--- src/rtl/pong_match_ctrl.sv ---
// ============================================================================
// pong_match_ctrl : Pong match/score sequencer (idle, serve, rally, point, over)
// Optional win-by-two deuce rule: define PONG_WIN_BY_TWO_EN.   Rev 1.0
// ============================================================================
`default_nettype none

module pong_match_ctrl #(
   parameter int SCORE_W      = 4,
   parameter int WIN_SCORE    = 9,
   parameter int SERVE_FRAMES = 60,
   parameter int FRAME_CNT_W  = 8
) (
   input  logic               clk_100MHz,
   input  logic               reset,
   input  logic               frame_tick,
   input  logic               start,
   input  logic               goal1,
   input  logic               goal2,
   output logic [SCORE_W-1:0] player1_score,
   output logic [SCORE_W-1:0] player2_score,
   output logic               ball_run,
   output logic               serve_dir,
   output logic               game_over,
   output logic               winner
);

   generate
      if (WIN_SCORE + 1 > 2**SCORE_W - 1) begin : g_chk_win_score
         $error("pong_match_ctrl: WIN_SCORE+1 exceeds max score 2**SCORE_W-1");
      end
      if (SERVE_FRAMES >= 2**FRAME_CNT_W) begin : g_chk_serve_frames
         $error("pong_match_ctrl: SERVE_FRAMES does not fit in FRAME_CNT_W");
      end
   endgenerate

   typedef enum logic [2:0] {
      ST_IDLE  = 3'd0,
      ST_SERVE = 3'd1,
      ST_PLAY  = 3'd2,
      ST_POINT = 3'd3,
      ST_OVER  = 3'd4
   } state_t;

   localparam logic [SCORE_W-1:0]     SCORE_MAX = {SCORE_W{1'b1}};
   localparam logic [SCORE_W-1:0]     SCORE_ONE = SCORE_W'(1);
   localparam logic [SCORE_W:0]       WIN_X     = (SCORE_W+1)'(WIN_SCORE);
   localparam logic [FRAME_CNT_W-1:0] CNT_LOAD  = FRAME_CNT_W'(SERVE_FRAMES);
   localparam logic [FRAME_CNT_W-1:0] CNT_ONE   = FRAME_CNT_W'(1);

   state_t                 state_q, state_d;
   logic [SCORE_W-1:0]     p1_score_q, p1_score_d;
   logic [SCORE_W-1:0]     p2_score_q, p2_score_d;
   logic [FRAME_CNT_W-1:0] count_q, count_d;
   logic                   serve_dir_q, serve_dir_d;
   logic                   winner_q, winner_d;
   logic                   start_q, start_d;
   logic                   last_p1_q, last_p1_d;

   logic                   start_rise;
   logic [SCORE_W:0]       p1_x, p2_x;
   logic                   win;
   logic                   p2_lead;

   assign start_rise = start & ~start_q;
   assign p1_x       = {1'b0, p1_score_q};
   assign p2_x       = {1'b0, p2_score_q};
   assign p2_lead    = (p2_score_q > p1_score_q);

`ifdef PONG_WIN_BY_TWO_EN
   localparam logic [SCORE_W:0]   TWO_X = (SCORE_W+1)'(2);
   localparam logic [SCORE_W-1:0] DEUCE = SCORE_W'(WIN_SCORE - 1);
   logic deuce;
   // Scores never exceed WIN_SCORE+1, so the extended sums cannot overflow.
   assign win   = ((p1_x >= WIN_X) && (p1_x >= p2_x + TWO_X)) ||
                  ((p2_x >= WIN_X) && (p2_x >= p1_x + TWO_X));
   assign deuce = (p1_score_q == p2_score_q) && (p1_score_q >= DEUCE);
`else
   assign win = (p1_x >= WIN_X) || (p2_x >= WIN_X);
`endif

   always_comb begin
      state_d     = state_q;
      p1_score_d  = p1_score_q;
      p2_score_d  = p2_score_q;
      count_d     = count_q;
      serve_dir_d = serve_dir_q;
      winner_d    = winner_q;
      last_p1_d   = last_p1_q;
      start_d     = start;

      case (state_q)
         ST_IDLE, ST_OVER: begin
            if (start_rise) begin
               state_d    = ST_SERVE;
               p1_score_d = '0;
               p2_score_d = '0;
               count_d    = CNT_LOAD;
            end
         end
         ST_SERVE: begin
            if (count_q == '0) begin
               state_d = ST_PLAY;
            end else if (frame_tick) begin
               count_d = count_q - CNT_ONE;
            end
         end
         ST_PLAY: begin
            // Simultaneous goals are treated as a collision glitch.
            if (goal1 ^ goal2) begin
               state_d   = ST_POINT;
               last_p1_d = goal1;
               if (goal1) begin
                  p1_score_d = (p1_score_q == SCORE_MAX) ? p1_score_q : p1_score_q + SCORE_ONE;
               end else begin
                  p2_score_d = (p2_score_q == SCORE_MAX) ? p2_score_q : p2_score_q + SCORE_ONE;
               end
            end
         end
         ST_POINT: begin
            if (win) begin
               state_d  = ST_OVER;
               winner_d = p2_lead;
            end else begin
               state_d     = ST_SERVE;
               count_d     = CNT_LOAD;
               serve_dir_d = last_p1_q;
`ifdef PONG_WIN_BY_TWO_EN
               if (deuce) begin
                  p1_score_d = DEUCE;
                  p2_score_d = DEUCE;
               end
`endif
            end
         end
         default: state_d = ST_IDLE;
      endcase
   end

   always_ff @(posedge clk_100MHz or posedge reset) begin
      if (reset) begin
         state_q     <= ST_IDLE;
         p1_score_q  <= '0;
         p2_score_q  <= '0;
         count_q     <= '0;
         serve_dir_q <= 1'b0;
         winner_q    <= 1'b0;
         start_q     <= 1'b0;
         last_p1_q   <= 1'b0;
      end else begin
         state_q     <= state_d;
         p1_score_q  <= p1_score_d;
         p2_score_q  <= p2_score_d;
         count_q     <= count_d;
         serve_dir_q <= serve_dir_d;
         winner_q    <= winner_d;
         start_q     <= start_d;
         last_p1_q   <= last_p1_d;
      end
   end

   assign player1_score = p1_score_q;
   assign player2_score = p2_score_q;
   assign ball_run      = (state_q == ST_PLAY);
   assign game_over     = (state_q == ST_OVER);
   assign serve_dir     = serve_dir_q;
   assign winner        = winner_q;

endmodule

`default_nettype wire

--- config.mk ---
export PLATFORM = sky130hd
export DESIGN_NAME = pong_match_ctrl
export DESIGN_NICKNAME = d
export VERILOG_FILES = /design/src/rtl/pong_match_ctrl.sv
export SDC_FILE = /design/constraint.sdc
export NUM_CORES = 1
export LEC_CHECK = 0
export CAP_MARGIN = 20
export CORE_MARGIN = 3
export CORE_UTILIZATION = 52
export CTS_BUF_LIST = sky130_fd_sc_hd__clkbuf_8
export CTS_CLUSTER_SIZE = 10
export DETAILED_ROUTE_END_ITERATION = 7
export PLACE_DENSITY_LB_ADDON = 0.25
export SETUP_SLACK_MARGIN = 0.02
export SYNTH_ARGS = -nofsm -noshare
export SYNTH_HDL_FRONTEND = slang
export SYNTH_SLANG_ARGS = --single-unit
export TNS_END_PERCENT = 20
--- constraint.sdc ---
create_clock -name clk_100MHz -period 1.77 [get_ports clk_100MHz]
set_input_delay 0.4425 -clock clk_100MHz [delete_from_list [all_inputs] [get_ports clk_100MHz]]
set_output_delay 0.4425 -clock clk_100MHz [all_outputs]
set_load 0.02 [all_outputs]
==> impl_metrics.yaml <==
floorplanning:
  rows: 18
  dieArea_sq_um: 3540
  dieHeight_microns: 59.5
  core_area_sq_um: 2590
  ios: 18
  initial_core_util_pct: 57.4
  die_w_microns: 59.5
placement:
  portBuffers: 17
  place_inst: 232
  place_hpwl_microns: 2920
  finalWeightedCongestion: 0.839
  placed_area_sq_um: 1950
synth:
  ys_seq_elements: 23
  synth-adder-area-share_pct: 10.1
  yosysMostFrequentCell: "dfrtp_1"
  synthCells: 154
  synth_top_flop_cell: "dfrtp_1"
  avgSynthCellArea_sq_um: 9.65
  synth_top_family_by_area: "simple AND/OR/NAND/NOR gates"
  synthMuxAreaShare_pct: 5.56
  synth_compound_area_share_pct: 16.3
  synth_top_area_share_pct: 38.7
  syn_area_sq_um: 1490
  seq_area_frac_synth_pct: 38.7
  yosys.cell_types.count: 48
  synth_edf_count: 0
  yosys_warnings: 0
  async_reset_ff_share_pct: 100
  synth_largest_area_cell: "dfrtp_1"
  synth_xor_area_share_pct: 1.18
  ys_top_cells_by_count: "dfrtp_1 (23), inv_1 (13), ha_1 (12)"
  syn-num-nets: 172
  yosys.area_share.simple_pct: 23.1
  ys_top_cells_by_area: "dfrtp_1 (39%), ha_1 (10%), mux2i_1 (4.0%), nand3_1 (3.7%), inv_1 (3.3%)"
layout:
  diodes: 0
  nets: 228
  drive_above_1_share_pct: 32.5
  syn_to_final_growth_pct: 39.1
  nFillCells: 170
  fin_cells: 239
  stdcell_area_sq_um: 2070
grt:
  grt_pass1_wl_microns: 6370
  antenna_found_initial: 0
  grt_max_degree: 24
  grt_use_total_pct: 24.1
  grt_pass1_vias: 1448
  grt_remaining_overflow: 0
drt:
  wire_per_inst_microns: 16.4
  first_pass_iters: 5
  first_iter_violations: 54
  antenna_left: 0
  routed_wl_microns: 3920
  route.detailed.drc: 0
  viasPerCell: 5.84
  routed-via-count: 1395
critical_path:
  cp_cell_sequence: "inv_1 > ha_1 > or3b_4 > a221oi_4 > or3_4 > a2bb2oi_2"
  ff2ff_setup_slack_ns: -0.07
  critPathKind: "flop to flop"
  crit_family: "simple AND/OR/NAND/NOR gates"
  endpoint_kind: "flop"
  r2r_cells: 6
  cp_slowest_stage_delay_ns: 0.40
  worstPathRequired_ns: 1.96
  slowest_stage: "dfrtp_2"
  cp_num_buf_inv: 1
  startpoint: "player2_score[1]"
  r2r_end: "count_q[2]"
  endpoint: "count_q[2]"
  startpoint_type: "flop"
  cp_max_fo: 6
  cp.depth: 6
  cp.arrival_ns: 2.03
  timing.rr.start: "player2_score[1]"
status:
  violations: "negative setup slack"
  status: "complete, but fails checks"
power_and_ir_drop:
  combPwrFrac_pct: 51.4
  p_sw_w: 0.000840
  clkPwrFrac_pct: 14.4
  p_leak_nw: 0.970
  seqPwrFrac_pct: 34.2
  power_density_nw_per_um2: 1070
  vdd_drop_max_mv: 0.892
  p_sw_share_pct: 38.0
  cell_internal_pwr_w: 0.00137
clock_tree:
  clockBufferDepth: 2
  cts.sinks: 23
  cts_buffers: 3
  cts_tree: "done"
  worstSkewPairLatency_ns: 0.26
  cts_htree_levels: 1
  clockRootBuffer: "clkbuf_8"
  clk_pin_slew_worst_paths_ns: 0.08
sta:
  period_needed_ns: 1.84
  skew_ns: 0.00509
  whs_ns: 0.517
  min_period_over_period_pct: 104
  rsz0062_at_grt: "yes"
  max_slew_margin_pct: 56.2
  slew_viol_final: 0
  fin_ws_ns: -0.0736
  final-setup-viol-count: 8
  fmax_ghz: 0.542
  worst_slew_pin_slew_ns: 0.655
  finalHoldViolCount: 0
worst_hold_path:
  worstHoldPathType: "input pin to asynchronous set/reset pin"
job:
  maxCapViolations: 0
## power by group through the flow
stage	Combinational (W)	Sequential (W)	Clock, W
2_1_floorplan	0.000592	0.000770	0
3_3_place_gp	0.000990	0.000740	0
3_5_place_dp	0.00104	0.000749	0
4_1_cts	0.00108	0.000744	0.000325
5_1_grt	0.00125	0.000773	0.000345
6_report	0.00114	0.000756	0.000317
## cell type report
cell class / count / area [sq um] / area share, %
multi-input cells: 114 / 917 / 44.4
flip-flops and latches: 23 / 581 / 28.1
repair buffers: 55 / 435 / 21.1
inverters: 13 / 51.3 / 2.48
clock buffers: 3 / 41.3 / 2.00
well taps: 30 / 37.5 / 1.82
clock inverters: 1 / 3.75 / 0.182
## tightest hold or removal path, stage by stage
cell             delay (ns)
clkdlybuf4s50_1        0.40
inv_1                  0.05
buf_4                  0.29
## cells in the final DEF (no fill, tap or decap), drive strengths merged, types with 2 or more instances in the layout
cell,Yosys,final
buf,3,39
dfrtp,23,23
inv,13,14
ha,12,12
nand3,11,11
nand2,10,10
a21oi,8,8
o21ai,8,8
dlygate4sd2,0,8
clkdlybuf4s50,0,7
nor2,6,6
mux2i,6,6
nor3,5,5
nor3b,4,4
clkbuf,1,4
a2bb2oi,3,3
o22ai,3,3
nor2b,3,3
or3b,3,3
a31oi,3,3
nor4,2,2
nand4,2,2
nor4b,2,2
or3,2,2
mux2,2,2
## state kept, by name, summed over array words and instances, names as in the netlist
signal         count
count_q            8
last_p1_q          1
player1_score      4
player2_score      4
serve_dir          1
start_q            1
state_q            3
winner             1
## per-layer routing
metal | vias to the layer above | routed length, microns | GRT usage (%)
li1 | 675 | - | -
met1 | 678 | 1650 | 28.1
met2 | 32 | 2070 | 42.0
met3 | 10 | 100 | 3.92
met4 | 0 | 94 | 12.6
met5 | - | 0 | 0
## kinds of logic (layout without fill, tap and decap cells)
logic type / count (synthesis) / after routing
AOI/OAI and AO/OA: 35 / 35
xor gates and xnor gates: 2 / 2
adders and majority gates: 12 / 12
buffers and inverters: 17 / 72
DFF: 23 / 23
muxes: 8 / 8
and+or+nand+nor: 57 / 57
## how the worst min path moves through the flow
stage | start | end | slack (ns) | depth (start not counted)
after floorplan | reset | count_q[0] | 0.44 | 1
after global routing | reset | count_q[5] | 0.54 | 3
after detailed placement | serve_dir | serve_dir | 0.50 | 1
after global placement | winner | winner | 0.50 | 1
final | reset | last_p1_q | 0.52 | 3
after CTS | reset | count_q[5] | 0.53 | 3
## stage by stage
stage	TNS [ns]	setup WS [ns]	util, %	total power (W)
2_1_floorplan	-0.459	-0.0850	-	0.00136
3_3_place_gp	-1.47	-0.198	75.1	0.00173
3_5_place_dp	-2.38	-0.283	75.1	0.00179
4_1_cts	-0.415	-0.0841	78.2	0.00215
5_1_grt	-1.36	-0.151	79.8	0.00237
6_report	-0.384	-0.0736	79.8	0.00221
## timing repair
| action | in CTS | in global routing |
|---|---|---|
| setup buffers | 1 | 2 |
| setup endpoints to repair | 18 | 17 |
| hold buffers | 0 | 0 |
| pin swaps | 2 | 4 |
| resized for setup | 19 | 9 |
Note: power is estimated with default switching activity, not from simulation.
